File: config.mk
export PLATFORM = sky130hd
export DESIGN_NAME = mmio_io_bank
export DESIGN_NICKNAME = d
export VERILOG_FILES = /design/src/rtl/mmio_io_bank.sv
export SDC_FILE = /design/constraint.sdc
export NUM_CORES = 1
export LEC_CHECK = 0
export BUFFER_PORTS_ARGS = -buffer_cell sky130_fd_sc_hd__buf_4
export CAP_MARGIN = 15
export CORE_AREA = 2 2 63 65
export DETAILED_ROUTE_END_ITERATION = 7
export DIE_AREA = 0 0 65 67
export GPL_ROUTABILITY_DRIVEN = 0
export PLACE_DENSITY = 0.84
export SYNTH_ARGS = -nofsm -noshare
export SYNTH_HDL_FRONTEND = slang
export SYNTH_SLANG_ARGS = --single-unit
export TNS_END_PERCENT = 100
File: constraint.sdc
create_clock -name clk -period 2.5 [get_ports clk]
set_input_delay 0.75 -clock clk [delete_from_list [all_inputs] [get_ports clk]]
set_output_delay 0.75 -clock clk [all_outputs]
set_load 0.01 [all_outputs]
File: src/rtl/mmio_io_bank.sv
`default_nettype none
// ============================================================================
// Module      : mmio_io_bank
// Description : Memory-mapped I/O bank for the single-cycle RV32 core. It has
//               NUM_OUT writable output channels and one two-flop-synchronised
//               input port with rising-edge capture and a level interrupt.
//               Reads are combinational, so a load completes in the same cycle.
//               Optional feature macro: MMIO_EDGE_IRQ_EN builds the EDGE /
//               IRQ_EN registers and the arm counter; without it those read 0
//               and irq is tied low.
// Ports       : clk      - rising-edge clock
//               reset    - asynchronous, active-low reset
//               we       - store strobe; effective only when addr[SEL_BIT]=1
//               addr     - byte address, register index = addr[5:2]
//               wmask    - byte enables for writes
//               wdata    - write data
//               rdata    - combinational read data
//               is_io    - addr[SEL_BIT], used to gate the data memory
//               gpio_out - channel i on bits [i*OUT_W +: OUT_W]
//               gpio_in  - asynchronous external inputs
//               irq      - |(EDGE & IRQ_EN)
// Revision    : 1.0 - initial release
// ============================================================================
module mmio_io_bank #(
    parameter int NUM_OUT = 2,
    parameter int OUT_W   = 5,
    parameter int IN_W    = 8,
    parameter int SEL_BIT = 22
) (
    input  logic                     clk,
    input  logic                     reset,
    input  logic                     we,
    input  logic [31:0]              addr,
    input  logic [3:0]               wmask,
    input  logic [31:0]              wdata,
    output logic [31:0]              rdata,
    output logic                     is_io,
    output logic [NUM_OUT*OUT_W-1:0] gpio_out,
    input  logic [IN_W-1:0]          gpio_in,
    output logic                     irq
);

    localparam logic [3:0]  c_IDX_IN     = 4'd8;
    localparam logic [3:0]  c_IDX_EDGE   = 4'd9;
    localparam logic [3:0]  c_IDX_IRQ_EN = 4'd10;
    localparam logic [3:0]  c_IDX_ID     = 4'd11;
    localparam logic [31:0] c_ID         = {8'd0, 8'(NUM_OUT), 8'(OUT_W), 8'(IN_W)};

    logic [3:0]               w_idx;
    logic                     w_wr;
    logic [31:0]              w_bmask;
    logic [31:0]              w_merged;
    logic [NUM_OUT*OUT_W-1:0] r_out;
    logic [IN_W-1:0]          r_s1;
    logic [IN_W-1:0]          r_s2;
    logic [IN_W-1:0]          w_edge_rd;
    logic [IN_W-1:0]          w_irq_en_rd;

    assign w_idx   = addr[5:2];
    assign is_io   = addr[SEL_BIT];
    assign w_wr    = we & addr[SEL_BIT];
    assign w_bmask = {{8{wmask[3]}}, {8{wmask[2]}}, {8{wmask[1]}}, {8{wmask[0]}}};

    // rdata already holds the zero-extended current value of the addressed
    // register, so the byte-masked merge for any R/W register starts from it.
    assign w_merged = (rdata & ~w_bmask) | (wdata & w_bmask);

    // Address bits outside [5:2] and merge bits above a register's width are
    // intentionally dropped.
    logic w_unused_bits;
    assign w_unused_bits = ^{addr[31:6], addr[1:0], w_merged};

    // ------------------------------------------------------------------
    // Output channels
    // ------------------------------------------------------------------
    always_ff @(posedge clk or negedge reset) begin
        if (!reset) begin
            r_out <= '0;
        end else if (w_wr) begin
            for (int i = 0; i < NUM_OUT; i++) begin
                if (w_idx == 4'(i)) begin
                    r_out[i*OUT_W +: OUT_W] <= w_merged[OUT_W-1:0];
                end
            end
        end
    end

    assign gpio_out = r_out;

    // ------------------------------------------------------------------
    // Input synchroniser
    // ------------------------------------------------------------------
    always_ff @(posedge clk or negedge reset) begin
        if (!reset) begin
            r_s1 <= '0;
            r_s2 <= '0;
        end else begin
            r_s1 <= gpio_in;
            r_s2 <= r_s1;
        end
    end

`ifdef MMIO_EDGE_IRQ_EN
    // ------------------------------------------------------------------
    // Edge capture, interrupt enable and arm counter
    // ------------------------------------------------------------------
    typedef enum logic [1:0] {
        ARM_WAIT0 = 2'd0,
        ARM_WAIT1 = 2'd1,
        ARM_ON    = 2'd2
    } arm_state_t;

    arm_state_t      r_arm;
    logic [IN_W-1:0] r_edge;
    logic [IN_W-1:0] r_irq_en;
    logic [IN_W-1:0] w_rise;
    logic [IN_W-1:0] w_clr;
    logic            w_armed;

    assign w_rise  = r_s1 & ~r_s2;
    assign w_armed = (r_arm == ARM_ON);
    assign w_clr   = (w_wr && (w_idx == c_IDX_EDGE)) ? w_merged[IN_W-1:0] & w_bmask[IN_W-1:0]
                                                      : '0;

    // The arm counter masks the two cycles in which the synchroniser fills
    // from reset, so inputs already high at release do not look like rises.
    always_ff @(posedge clk or negedge reset) begin
        if (!reset) begin
            r_arm    <= ARM_WAIT0;
            r_edge   <= '0;
            r_irq_en <= '0;
        end else begin
            case (r_arm)
                ARM_WAIT0: r_arm <= ARM_WAIT1;
                ARM_WAIT1: r_arm <= ARM_ON;
                ARM_ON:    r_arm <= ARM_ON;
                default:   r_arm <= ARM_WAIT0;
            endcase
            // Set is OR-ed after the clear so a same-cycle rise wins.
            r_edge <= (r_edge & ~w_clr) | (w_rise & {IN_W{w_armed}});
            if (w_wr && (w_idx == c_IDX_IRQ_EN)) begin
                r_irq_en <= w_merged[IN_W-1:0];
            end
        end
    end

    assign w_edge_rd   = r_edge;
    assign w_irq_en_rd = r_irq_en;
    assign irq         = |(r_edge & r_irq_en);
`else
    assign w_edge_rd   = '0;
    assign w_irq_en_rd = '0;
    assign irq         = 1'b0;
`endif

    // ------------------------------------------------------------------
    // Combinational read mux
    // ------------------------------------------------------------------
    always_comb begin
        rdata = '0;
        for (int i = 0; i < NUM_OUT; i++) begin
            if (w_idx == 4'(i)) begin
                rdata[OUT_W-1:0] = r_out[i*OUT_W +: OUT_W];
            end
        end
        case (w_idx)
            c_IDX_IN:     rdata[IN_W-1:0] = r_s2;
            c_IDX_EDGE:   rdata[IN_W-1:0] = w_edge_rd;
            c_IDX_IRQ_EN: rdata[IN_W-1:0] = w_irq_en_rd;
            c_IDX_ID:     rdata           = c_ID;
            default:      ;
        endcase
    end

endmodule
`default_nettype wire

==> flow_metrics.py <==
metrics = {
    "global_route": {
        "grt_pass1_wl_mm": 3.815,
        "grt_pass1_vias": 837,
        "antenna_found_initial": 0,
        "grt_overflow": 0,
        "grt_max_degree": 27,
        "track_usage_pct": 11.98,
    },
    "power_and_ir_drop": {
        "cellPowerDensity_nw_per_um2": 603.9,
        "leakagePower_nw": 0.8389,
        "ir_worst_vdd_mv": 0.3516,
    },
    "floorplan": {
        "rows": 22,
        "initial_utilization_pct": 33.93,
        "die-width_um": 65,
        "core_area_um2": 3606,
        "io_pins": 123,
        "die_h_um": 67,
        "dieArea_um2": 4355,
    },
    "critical_path": {
        "cp-end-kind": "output pin",
        "worstPathCellList": "buf_8, or4b_4, a21oi_2, a21o_2, buf_6",
        "critPathBufInv": 2,
        "arrival_ns": 1.72,
        "crit_family": "simple AND/OR/NAND/NOR gates",
        "max_stage_delay_ns": 0.52,
        "crit_slowest_cell": "or4b_4",
        "cp.required_ns": 1.75,
        "start_kind": "input port",
        "crit_fanout": 4,
        "critical_path_class": "input port to output pin",
    },
    "synth": {
        "syn_inst": 98,
        "synth_compound_area_share_pct": 6.544,
        "ys_seq_area_share_pct": 53.17,
        "synth_area_um2": 1224,
        "yosysTopAreaCell": "dfrtp_1",
        "synth_fa_ha_area_share_pct": 0,
        "avgSynthCellArea_um2": 12.49,
        "synth.distinct_cells": 24,
        "synth_top_family_by_area": "buffers and inverters",
        "synthSimpleGateAreaFrac_pct": 9.918,
        "ys_seq_elements": 26,
        "muxShareOfSynthArea_pct": 14.31,
        "synth_area_leaders": "dfrtp_1, buf_4, mux2_2, mux2i_1, o2bb2ai_1",
        "synth_top_area_share_pct": 53.17,
        "synthXorXnorAreaFrac_pct": 0,
        "yosysWarnings": 0,
    },
    "cts": {
        "clkSinkCount": 26,
        "cts_hold_buf": 0,
        "cts_buffers": 3,
        "cts_root_buf": "clkbuf_8",
        "cts_tree": "built",
        "insertion_delay_ns": 0.27,
        "htree_levels": 1,
        "cts_buffer_depth": 2,
        "path_clk_slew_ns": 0.08,
    },
    "worst_hold_path": {
        "min_path_type": "flip-flop to flip-flop",
    },
    "placed_design": {
        "dp.cells": 190,
        "post_dp_cell_area_um2": 1538,
        "port_buffers": 43,
        "dpl.hpwl_mm": 1.850,
    },
    "timing": {
        "fmax_ghz": 0.4042,
        "holdWs_ns": 0.3530,
        "finClkSkew_ns": 0.001478,
        "min_period_over_period_pct": 98.96,
        "rsz0062_at_grt": "true",
        "slew_violations": 0,
        "final.setup.tns_ns": 0,
        "fin_crit_ns": 2.474,
        "finalSetupViolations": 0,
        "hold_viol_final": 0,
    },
    "flow_run": {
        "max_cap_violations": 0,
    },
    "route": {
        "postRouteAntennaNets": 0,
        "dr.pass1.iters": 2,
        "drc": 0,
        "wirelength_mm": 2.397,
        "via_count": 824,
        "wire_per_inst_um": 12.29,
        "first_iter_violations": 18,
        "viasPerCell": 4.226,
    },
    "final_layout": {
        "drive_gt1_share_pct": 50.34,
        "antenna_cells": 0,
        "nets": 227,
        "area_growth_pct": 35.58,
        "final_cell_area_um2": 1659,
        "final_cells": 195,
    },
    "run_status": {
        "status": "finished clean",
    },
}
cell usage after synthesis, drive strengths merged:
cell type / instances
nor2: 3
o31ai: 2
nand3: 1
nor2b: 1
mux2i: 4
a21oi: 1
or4b: 1
a211oi: 1
nand2: 3
buf: 26
or3: 1
conb: 1
nor4b: 1
nand4: 2
nand3b: 1
dfrtp: 26
mux2: 12
and2b: 1
o2bb2ai: 4
and4b: 1
a21o: 1
o21ai: 1
and2: 3
what timing repair did:
item / in CTS / in global routing
setup endpoints to repair: 2 / 4
resized for setup: 5 / 4
pin swaps: 2 / 2
buffers inserted: 0 / 1
per-layer routing:
metal  part of all wire [%]  GRT usage (%)  up-vias
met1                     39          13.11      390
met3                    8.8          4.054        4
li1                       -              -      391
met5                      0              0        -
met2                     51          20.49       39
met4                    1.8          6.383        0
power breakdown:
group | internal (mW) | leakage [nW] | switching [mW]
Clock | 0.214 | 0.0357 | 0.125
Combinational | 0.0982 | 0.484 | 0.0873
Sequential | 0.456 | 0.320 | 0.0206
worst paths after layout:
kind                             startpoint           to  slack [ns]  cells past startpoint
worst min-delay path                r_s1[4]      r_s2[4]        0.35                      0
worst max-delay path                addr[2]     rdata[3]        0.03                      5
min in group asynchronous             reset      r_s1[5]        0.38                      1
worst min register to register      r_s1[4]      r_s2[4]        0.35                      0
worst max register to register  gpio_out[3]  gpio_out[8]        1.08                      4
max in group asynchronous             reset      r_s1[4]        1.88                      1
final cells by class:
class / count / area, um^2
Fill cell: 352 / 1947
Sequential cell: 26 / 650.6
Multi-Input combinational cell: 67 / 486.7
Timing Repair Buffer: 50 / 390.4
Tap cell: 48 / 60.06
Clock buffer: 3 / 41.29
Clock inverter: 1 / 30.03
cells in the final DEF, fill, tap and decap left out, types with 2 or more instances in the layout:
master,count
dfrtp_1,26
mux2_2,12
nor2_1,3
buf_6,2
o31ai_1,2
buf_4,47
and2_1,3
nand4_1,2
o2bb2ai_2,3
nand2_1,3
conb_1,22
clkbuf_8,3
mux2i_1,4
stage by stage:
stage / power (mW) / utilization, % / worst slack, ns
6_report: 1.002 / 46.01 / 0.02593
2_1_floorplan: 0.5879 / - / 0.2087
3_3_place_gp: 0.6608 / 42.64 / -0.01587
4_1_cts: 1.015 / 45.21 / -0.0007848
3_5_place_dp: 0.6659 / 42.64 / -0.01444
5_1_grt: 1.057 / 46.01 / -0.0007969
kinds of logic (layout without fill, tap and decap cells):
group | count (synthesis) | in the layout
mux | 16 | 16
simple gates | 19 | 19
other cells | 1 | 22
flops | 26 | 26
buf+inv | 26 | 54
compound gates | 10 | 10
registers in the layout (all words and copies together) (netlist names):
signal	cells
gpio_out	10
r_s2	8
r_s1	8
worst reg2reg max path: stages (launching register included):
cell      delay [ns]
dfrtp_1         0.38
or4b_4          0.47
a21oi_2         0.15
a211oi_1        0.09
o31ai_1         0.26
(Power assumes the default switching activity.)
